**src/rtl/uart_rx_if.sv**
```systemverilog
// Byte-side and line-side signals of the 8N1 receive UART.
// The consumer drives rx_i/rd_en_i and observes the FIFO and error flags.
interface uart_rx_if;
  logic       rx_i;
  logic       rd_en_i;
  logic [7:0] data_o;
  logic       fifo_full_o;
  logic       fifo_empty_o;
  logic       frame_err_o;
  logic       overrun_o;

  modport master (
    output rx_i,
    output rd_en_i,
    input  data_o,
    input  fifo_full_o,
    input  fifo_empty_o,
    input  frame_err_o,
    input  overrun_o
  );

  modport slave (
    input  rx_i,
    input  rd_en_i,
    output data_o,
    output fifo_full_o,
    output fifo_empty_o,
    output frame_err_o,
    output overrun_o
  );
endinterface

```
**src/rtl/uart_rx.sv**
```systemverilog
// Receive-only 8N1 UART: 16x oversampling, 3-sample majority vote,
// stop-bit check and a byte FIFO for the downstream consumer.
module uart_rx #(
  parameter int CLK_FREQ       = 3_686_400,
  parameter int BAUD           = 115_200,
  parameter int FIFO_ADDR_BITS = 3
) (
  input  logic     clk,
  input  logic     rst,
  uart_rx_if.slave bus
);

  localparam int DIV   = CLK_FREQ / (16 * BAUD);
  localparam int DW    = (DIV > 1) ? $clog2(DIV) : 1;
  localparam int A     = FIFO_ADDR_BITS;
  localparam int DEPTH = 2 ** A;

  typedef enum logic [2:0] {
    IDLE,
    START,
    DATA,
    STOP,
    BRK
  } state_t;

  logic [DW-1:0] div_cnt;
  logic          tick;
  logic [1:0]    sync;
  logic          rx_s;

  state_t     state, state_n;
  logic [3:0] tick_cnt, tick_n;
  logic [2:0] bit_cnt, bit_n;
  logic [7:0] shreg, sh_n;
  logic [1:0] votes, vote_n;
  logic       wr_en, ferr_n, ovr_n;
  logic       frame_err, overrun;

  logic [7:0] mem [DEPTH];
  logic [A-1:0] wr_ptr, rd_ptr;
  logic [A:0]   count;
  logic [7:0]   data_q;
  logic         full, empty, do_wr, do_rd;

  assign tick = (div_cnt == DW'(DIV - 1));
  assign rx_s = sync[1];

  always_ff @(posedge clk or negedge rst) begin
    if (!rst) begin
      div_cnt <= '0;
      sync    <= 2'b11;
    end else begin
      div_cnt <= tick ? '0 : div_cnt + 1'b1;
      sync    <= {sync[0], bus.rx_i};
    end
  end

  always_ff @(posedge clk or negedge rst) begin
    if (!rst) begin
      state     <= IDLE;
      tick_cnt  <= '0;
      bit_cnt   <= '0;
      shreg     <= '0;
      votes     <= '0;
      frame_err <= 1'b0;
      overrun   <= 1'b0;
    end else begin
      state     <= state_n;
      tick_cnt  <= tick_n;
      bit_cnt   <= bit_n;
      shreg     <= sh_n;
      votes     <= vote_n;
      frame_err <= ferr_n;
      overrun   <= ovr_n;
    end
  end

  always_comb begin
    state_n = state;
    tick_n  = tick_cnt;
    bit_n   = bit_cnt;
    sh_n    = shreg;
    vote_n  = votes;
    wr_en   = 1'b0;
    ferr_n  = 1'b0;
    ovr_n   = 1'b0;
    unique case (state)
      IDLE: begin
        if (tick && !rx_s) begin
          tick_n  = '0;
          state_n = START;
        end
      end
      START: begin
        if (tick) begin
          if (tick_cnt == 4'd7) begin
            if (rx_s) begin
              state_n = IDLE;
            end else begin
              bit_n   = '0;
              tick_n  = '0;
              vote_n  = '0;
              state_n = DATA;
            end
          end else begin
            tick_n = tick_cnt + 4'd1;
          end
        end
      end
      DATA: begin
        if (tick) begin
          tick_n = tick_cnt + 4'd1;
          if (tick_cnt inside {4'd7, 4'd8, 4'd9} && rx_s)
            vote_n = votes + 2'd1;
          // two or more high samples out of three set votes[1]
          if (tick_cnt == 4'd15) begin
            sh_n   = {votes[1], shreg[7:1]};
            vote_n = '0;
            bit_n  = bit_cnt + 3'd1;
            if (bit_cnt == 3'd7)
              state_n = STOP;
          end
        end
      end
      STOP: begin
        if (tick) begin
          if (tick_cnt == 4'd7) begin
            if (rx_s) begin
              if (full)
                ovr_n = 1'b1;
              else
                wr_en = 1'b1;
              state_n = IDLE;
            end else begin
              ferr_n  = 1'b1;
              state_n = BRK;
            end
          end else begin
            tick_n = tick_cnt + 4'd1;
          end
        end
      end
      BRK: begin
        if (rx_s)
          state_n = IDLE;
      end
      default: state_n = IDLE;
    endcase
  end

  assign full  = (count == (A+1)'(DEPTH));
  assign empty = (count == '0);
  assign do_wr = wr_en && !full;
  assign do_rd = bus.rd_en_i && !empty;

  always_ff @(posedge clk) begin
    if (do_wr)
      mem[wr_ptr] <= shreg;
  end

  always_ff @(posedge clk or negedge rst) begin
    if (!rst) begin
      wr_ptr <= '0;
      rd_ptr <= '0;
      count  <= '0;
      data_q <= '0;
    end else begin
      if (do_wr)
        wr_ptr <= wr_ptr + 1'b1;
      if (do_rd) begin
        rd_ptr <= rd_ptr + 1'b1;
        data_q <= mem[rd_ptr];
      end
      count <= count + (A+1)'(do_wr) - (A+1)'(do_rd);
    end
  end

  assign bus.data_o       = data_q;
  assign bus.fifo_full_o  = full;
  assign bus.fifo_empty_o = empty;
  assign bus.frame_err_o  = frame_err;
  assign bus.overrun_o    = overrun;

endmodule

```
**src/flat_wrapper.sv**
```systemverilog
// flat-port wrapper written by rule: the top's interface ports become plain ports
module uart_rx_flat 
#(
  parameter int CLK_FREQ       = 3_686_400,
  parameter int BAUD           = 115_200,
  parameter int FIFO_ADDR_BITS = 3
)
  (clk, rst, bus_rx_i, bus_rd_en_i, bus_data_o, bus_fifo_full_o, bus_fifo_empty_o, bus_frame_err_o, bus_overrun_o);
  uart_rx_if bus_i ();
  input  logic clk;
  input  logic rst;
  input wire logic [$bits(bus_i.rx_i)-1:0] bus_rx_i;
  input wire logic [$bits(bus_i.rd_en_i)-1:0] bus_rd_en_i;
  output wire logic [$bits(bus_i.data_o)-1:0] bus_data_o;
  output wire logic [$bits(bus_i.fifo_full_o)-1:0] bus_fifo_full_o;
  output wire logic [$bits(bus_i.fifo_empty_o)-1:0] bus_fifo_empty_o;
  output wire logic [$bits(bus_i.frame_err_o)-1:0] bus_frame_err_o;
  output wire logic [$bits(bus_i.overrun_o)-1:0] bus_overrun_o;
  assign bus_i.rx_i = bus_rx_i;
  assign bus_i.rd_en_i = bus_rd_en_i;
  assign bus_data_o = bus_i.data_o;
  assign bus_fifo_full_o = bus_i.fifo_full_o;
  assign bus_fifo_empty_o = bus_i.fifo_empty_o;
  assign bus_frame_err_o = bus_i.frame_err_o;
  assign bus_overrun_o = bus_i.overrun_o;
  uart_rx #(.CLK_FREQ(CLK_FREQ), .BAUD(BAUD), .FIFO_ADDR_BITS(FIFO_ADDR_BITS)) u_core (.clk(clk), .rst(rst), .bus(bus_i));
endmodule
```
**config.mk**
```make
export PLATFORM = sky130hd
export DESIGN_NAME = uart_rx_flat
export DESIGN_NICKNAME = d
export VERILOG_FILES = /design/src/rtl/uart_rx_if.sv /design/src/rtl/uart_rx.sv /design/src/flat_wrapper.sv
export SDC_FILE = /design/constraint.sdc
export NUM_CORES = 1
export LEC_CHECK = 0
export CORE_UTILIZATION = 42
export CTS_CLUSTER_DIAMETER = 30
export DETAILED_ROUTE_END_ITERATION = 7
export GPL_TIMING_DRIVEN = 0
export PLACE_DENSITY = 0.64
export SYNTH_ARGS = -nofsm -noshare
export SYNTH_HDL_FRONTEND = slang
export SYNTH_SLANG_ARGS = --single-unit
```
**constraint.sdc**
```tcl
create_clock -name clk -period 3 [get_ports clk]
set_clock_uncertainty 0.1 [all_clocks]
set_input_delay 0.9 -clock clk [delete_from_list [all_inputs] [get_ports clk]]
set_output_delay 0.9 -clock clk [all_outputs]
set_load 0.005 [all_outputs]
```
==> results.cfg <==
[status]
status = complete, no violations

[grt]
grt_util_met2 = 0.2500
grt_busiest_layer = met2
grt_pass1_vias = 2461
grt.total_usage = 0.1499
gr-total-overflow = 0
grtUsageMet1 = 0.1962
grt_pass1_wl_um = 12860
grt_start_max_net_pins = 38
antenna_found_initial = 0
grtUsageMet3 = 0.03556

[detailed_routing]
vias_per_cell = 5.205
dr.pass1.iters = 4
first_iter_violations = 95
drcViolationCount = 0
drt_wl_total_um = 7698
ant_nets = 0
num_vias = 2436
avgRoutedWirePerCell_um = 16.45

[floorplanning]
start_util = 0.4385
core.rowCount = 37
coreArea_um2 = 10460
dieArea_um2 = 11350
die_y_um = 106.5
die_w_um = 106.5
ioPinCount = 16

[synthesis]
syn_area_per_cell_um2 = 15.29
syn_area_um2 = 4588
synth_cell_types = 51
ys_ff_latch = 107
synth_edf_count = 64
yosys_warnings = 0
synthCells = 300
synthArstFlopShare = 0.4019
syn-num-nets = 318
ys.flop_type = edfxtp_1
ys_seq_area_frac = 0.6539

[final_layout]
area.growth.synth_to_final_pct = 11.73
drive_above_1_share = 0.2018
utilization = 0.4900
n_fill_cell = 932
fin_nets = 345
num_antenna_cells = 0

[place]
gp_congestion = 0.7682
post-place-ws_ns = -0.001097
io_buffer_count = 15
dpl.hpwl_um = 5268

[critical_path]
crit_arrival_ns = 1.83
path_class = register to output pin
r2r_end = u_core.mem[2][0]$_DFFE_PP_
cp_data_required_time_ns = 2.00
cp_max_fo = 3
crit_path_start_kind = register
crit_chain = inv_1, ha_1, nor3b_4, clkdlybuf4s50_1
regToRegStartpoint = u_core.tick_cnt[0]$_DFFE_PN0P_
critPathSlowestCell = clkdlybuf4s50_1
critical-path-max-stage-delay_ns = 0.55
r2r_cells = 6
cp-end-kind = output pin
r2r_slack_ns = 0.38

[worst_hold_path]
hold_class = register to register
hold_depth = 0
hold_start = u_core.sync[0]$_DFF_PN1_
min_delay_worst_endpoint = u_core.sync[1]$_DFF_PN1_

[power_and_ir_drop]
p_leak_nw = 1.855
design_power_total_w = 0.003780
power_per_cell_area_nw_per_um2 = 737.4
ir_worst_vdd_mv = 0.3653

[sta]
hold_viol = 0
tightest_slew_ns = 0.7975
setup_viol = 0
finalCritPeriodShare = 0.9423
rsz0062_at_grt = false
post-route-min-period_ns = 2.827
fmax_mhz = 353.7
whs_ns = 0.2630
drv_slew = 0
setup_tns_ns = 0
maxSlewHeadroom = 0.4664
finalWorstSetupSlack_ns = 0.1730

[cts]
worst_skew_pair.late_latency_ns = 0.36
cts_made_buffers = 9
cts_root_buffer = clkbuf_8
clk_pin_slew_ns = 0.11
h-tree-depth = 3
cts_max_path_buffers = 2
cts_setup_buffers = 0
post_cts_resized = 0
hold_buffers = 0
clkSinkCount = 107
cts_tree = done

[run]
maxCapViolCount = 0
-- cells in the mapped netlist, drive strengths merged, types with 7 or more instances --
cell type	instances	share of area
edfxtp	64	0.42
dfrtp	41	0.22
nand2	25	0.021
inv	16	0.013
mux4	16	0.079
o21ai	16	0.017
buf	13	0.018
ha	13	0.035
nor2	13	0.011
mux2i	10	0.022
mux2	9	0.023
nand2b	7	0.010
nand3	7	0.0076
-- power breakdown --
group	switching [W]	internal (W)	total [W]
logic	0.000543	0.000527	0.00107
clock network	0.000508	0.000342	0.000850
registers	0.000135	0.00172	0.00186
-- area by class of cell --
cell class,instances,area (um2),share of cell area
plain buffers,14,87.58,0.01709
clock buffers,10,137.6,0.02685
flip-flops and latches,107,3000,0.5853
clock inverters,6,58.81,0.01147
multi-input cells,163,1446,0.2822
well taps,136,170.2,0.03319
inverters,16,60.06,0.01172
repair buffers,16,165.2,0.03222
-- logic make-up (layout without fill, tap and decap cells) --
family                   Yosys count  count (layout)  share of synthesized area
flip-flops                       107             107                     0.6539
AO/OA/AOI/OAI                     35              35                    0.04773
adder cells (fa/ha/maj)           14              14                    0.03982
AND/OR/NAND/NOR                   73              73                    0.09164
multiplexers                      35              35                     0.1233
buffers and inverters             30              62                    0.03217
XOR/XNOR                           6               6                    0.01145
-- how the worst max path moves through the flow --
stage | startpoint | to
3_3_place_gp | rst | u_core.bus.data_o[3]$_DFFE_PN0P_
4_1_cts | u_core.count[2]$_DFF_PN0_ | bus_fifo_full_o
6_report | u_core.count[2]$_DFF_PN0_ | bus_fifo_full_o
5_1_grt | u_core.count[2]$_DFF_PN0_ | bus_fifo_full_o
2_1_floorplan | bus_rd_en_i | u_core.count[2]$_DFF_PN0_
3_5_place_dp | bus_rd_en_i | u_core.count[2]$_DFF_PN0_
-- per-stage QoR --
stage          std cells  instance area, um2
2_1_floorplan        300                4588
3_3_place_gp         451                4908
3_5_place_dp         452                4923
4_1_cts              468                5120
5_1_grt              468                5126
6_report             468                5126
-- registers in the layout, summed over array words and instances (netlist names) --
register / count
u_core.bit_cnt: 3
u_core.bus.data_o: 8
u_core.bus.frame_err_o: 1
u_core.bus.overrun_o: 1
u_core.count: 4
u_core.div_cnt: 1
u_core.mem: 64
u_core.rd_ptr: 3
u_core.shreg: 8
u_core.state: 3
u_core.sync: 2
u_core.tick_cnt: 4
u_core.votes: 2
u_core.wr_ptr: 3
-- cells in the final DEF, fill, tap and decap left out, types with 2 or more instances in the layout --
cell type | netlist | final
clkinv_4 | 0 | 2
dfrtp_1 | 41 | 41
o2111ai_1 | 2 | 2
mux2i_1 | 10 | 10
buf_2 | 9 | 10
nand2b_1 | 6 | 6
xor2_1 | 2 | 2
clkbuf_8 | 0 | 10
clkdlybuf4s50_1 | 0 | 14
mux2_2 | 8 | 8
a21oi_1 | 4 | 4
o21ai_0 | 16 | 16
xnor2_1 | 4 | 4
nand3b_1 | 2 | 2
inv_1 | 15 | 15
nand2_1 | 24 | 24
ha_1 | 13 | 13
and3b_1 | 3 | 3
nand3_1 | 7 | 7
o211ai_1 | 3 | 3
a22o_1 | 2 | 2
mux4_2 | 16 | 16
nor2_1 | 13 | 13
nor3_2 | 2 | 2
buf_6 | 3 | 3
nor3b_1 | 3 | 3
edfxtp_1 | 64 | 64
dfstp_2 | 2 | 2
-- per-layer routing --
layer | part of all wire | vias to the layer above
met5 | 0 | -
met4 | 0.012 | 0
met3 | 0.035 | 8
met2 | 0.49 | 42
met1 | 0.46 | 1230
li1 | - | 1156
-- critical path, delay by kind of cell (launching register included) --
family        cells  cell delay, ns
flops             1            0.37
fa+ha+maj         1            0.16
buf+inv           2            0.65
simple gates      1            0.28
Note: power is estimated with default switching activity, not from simulation.
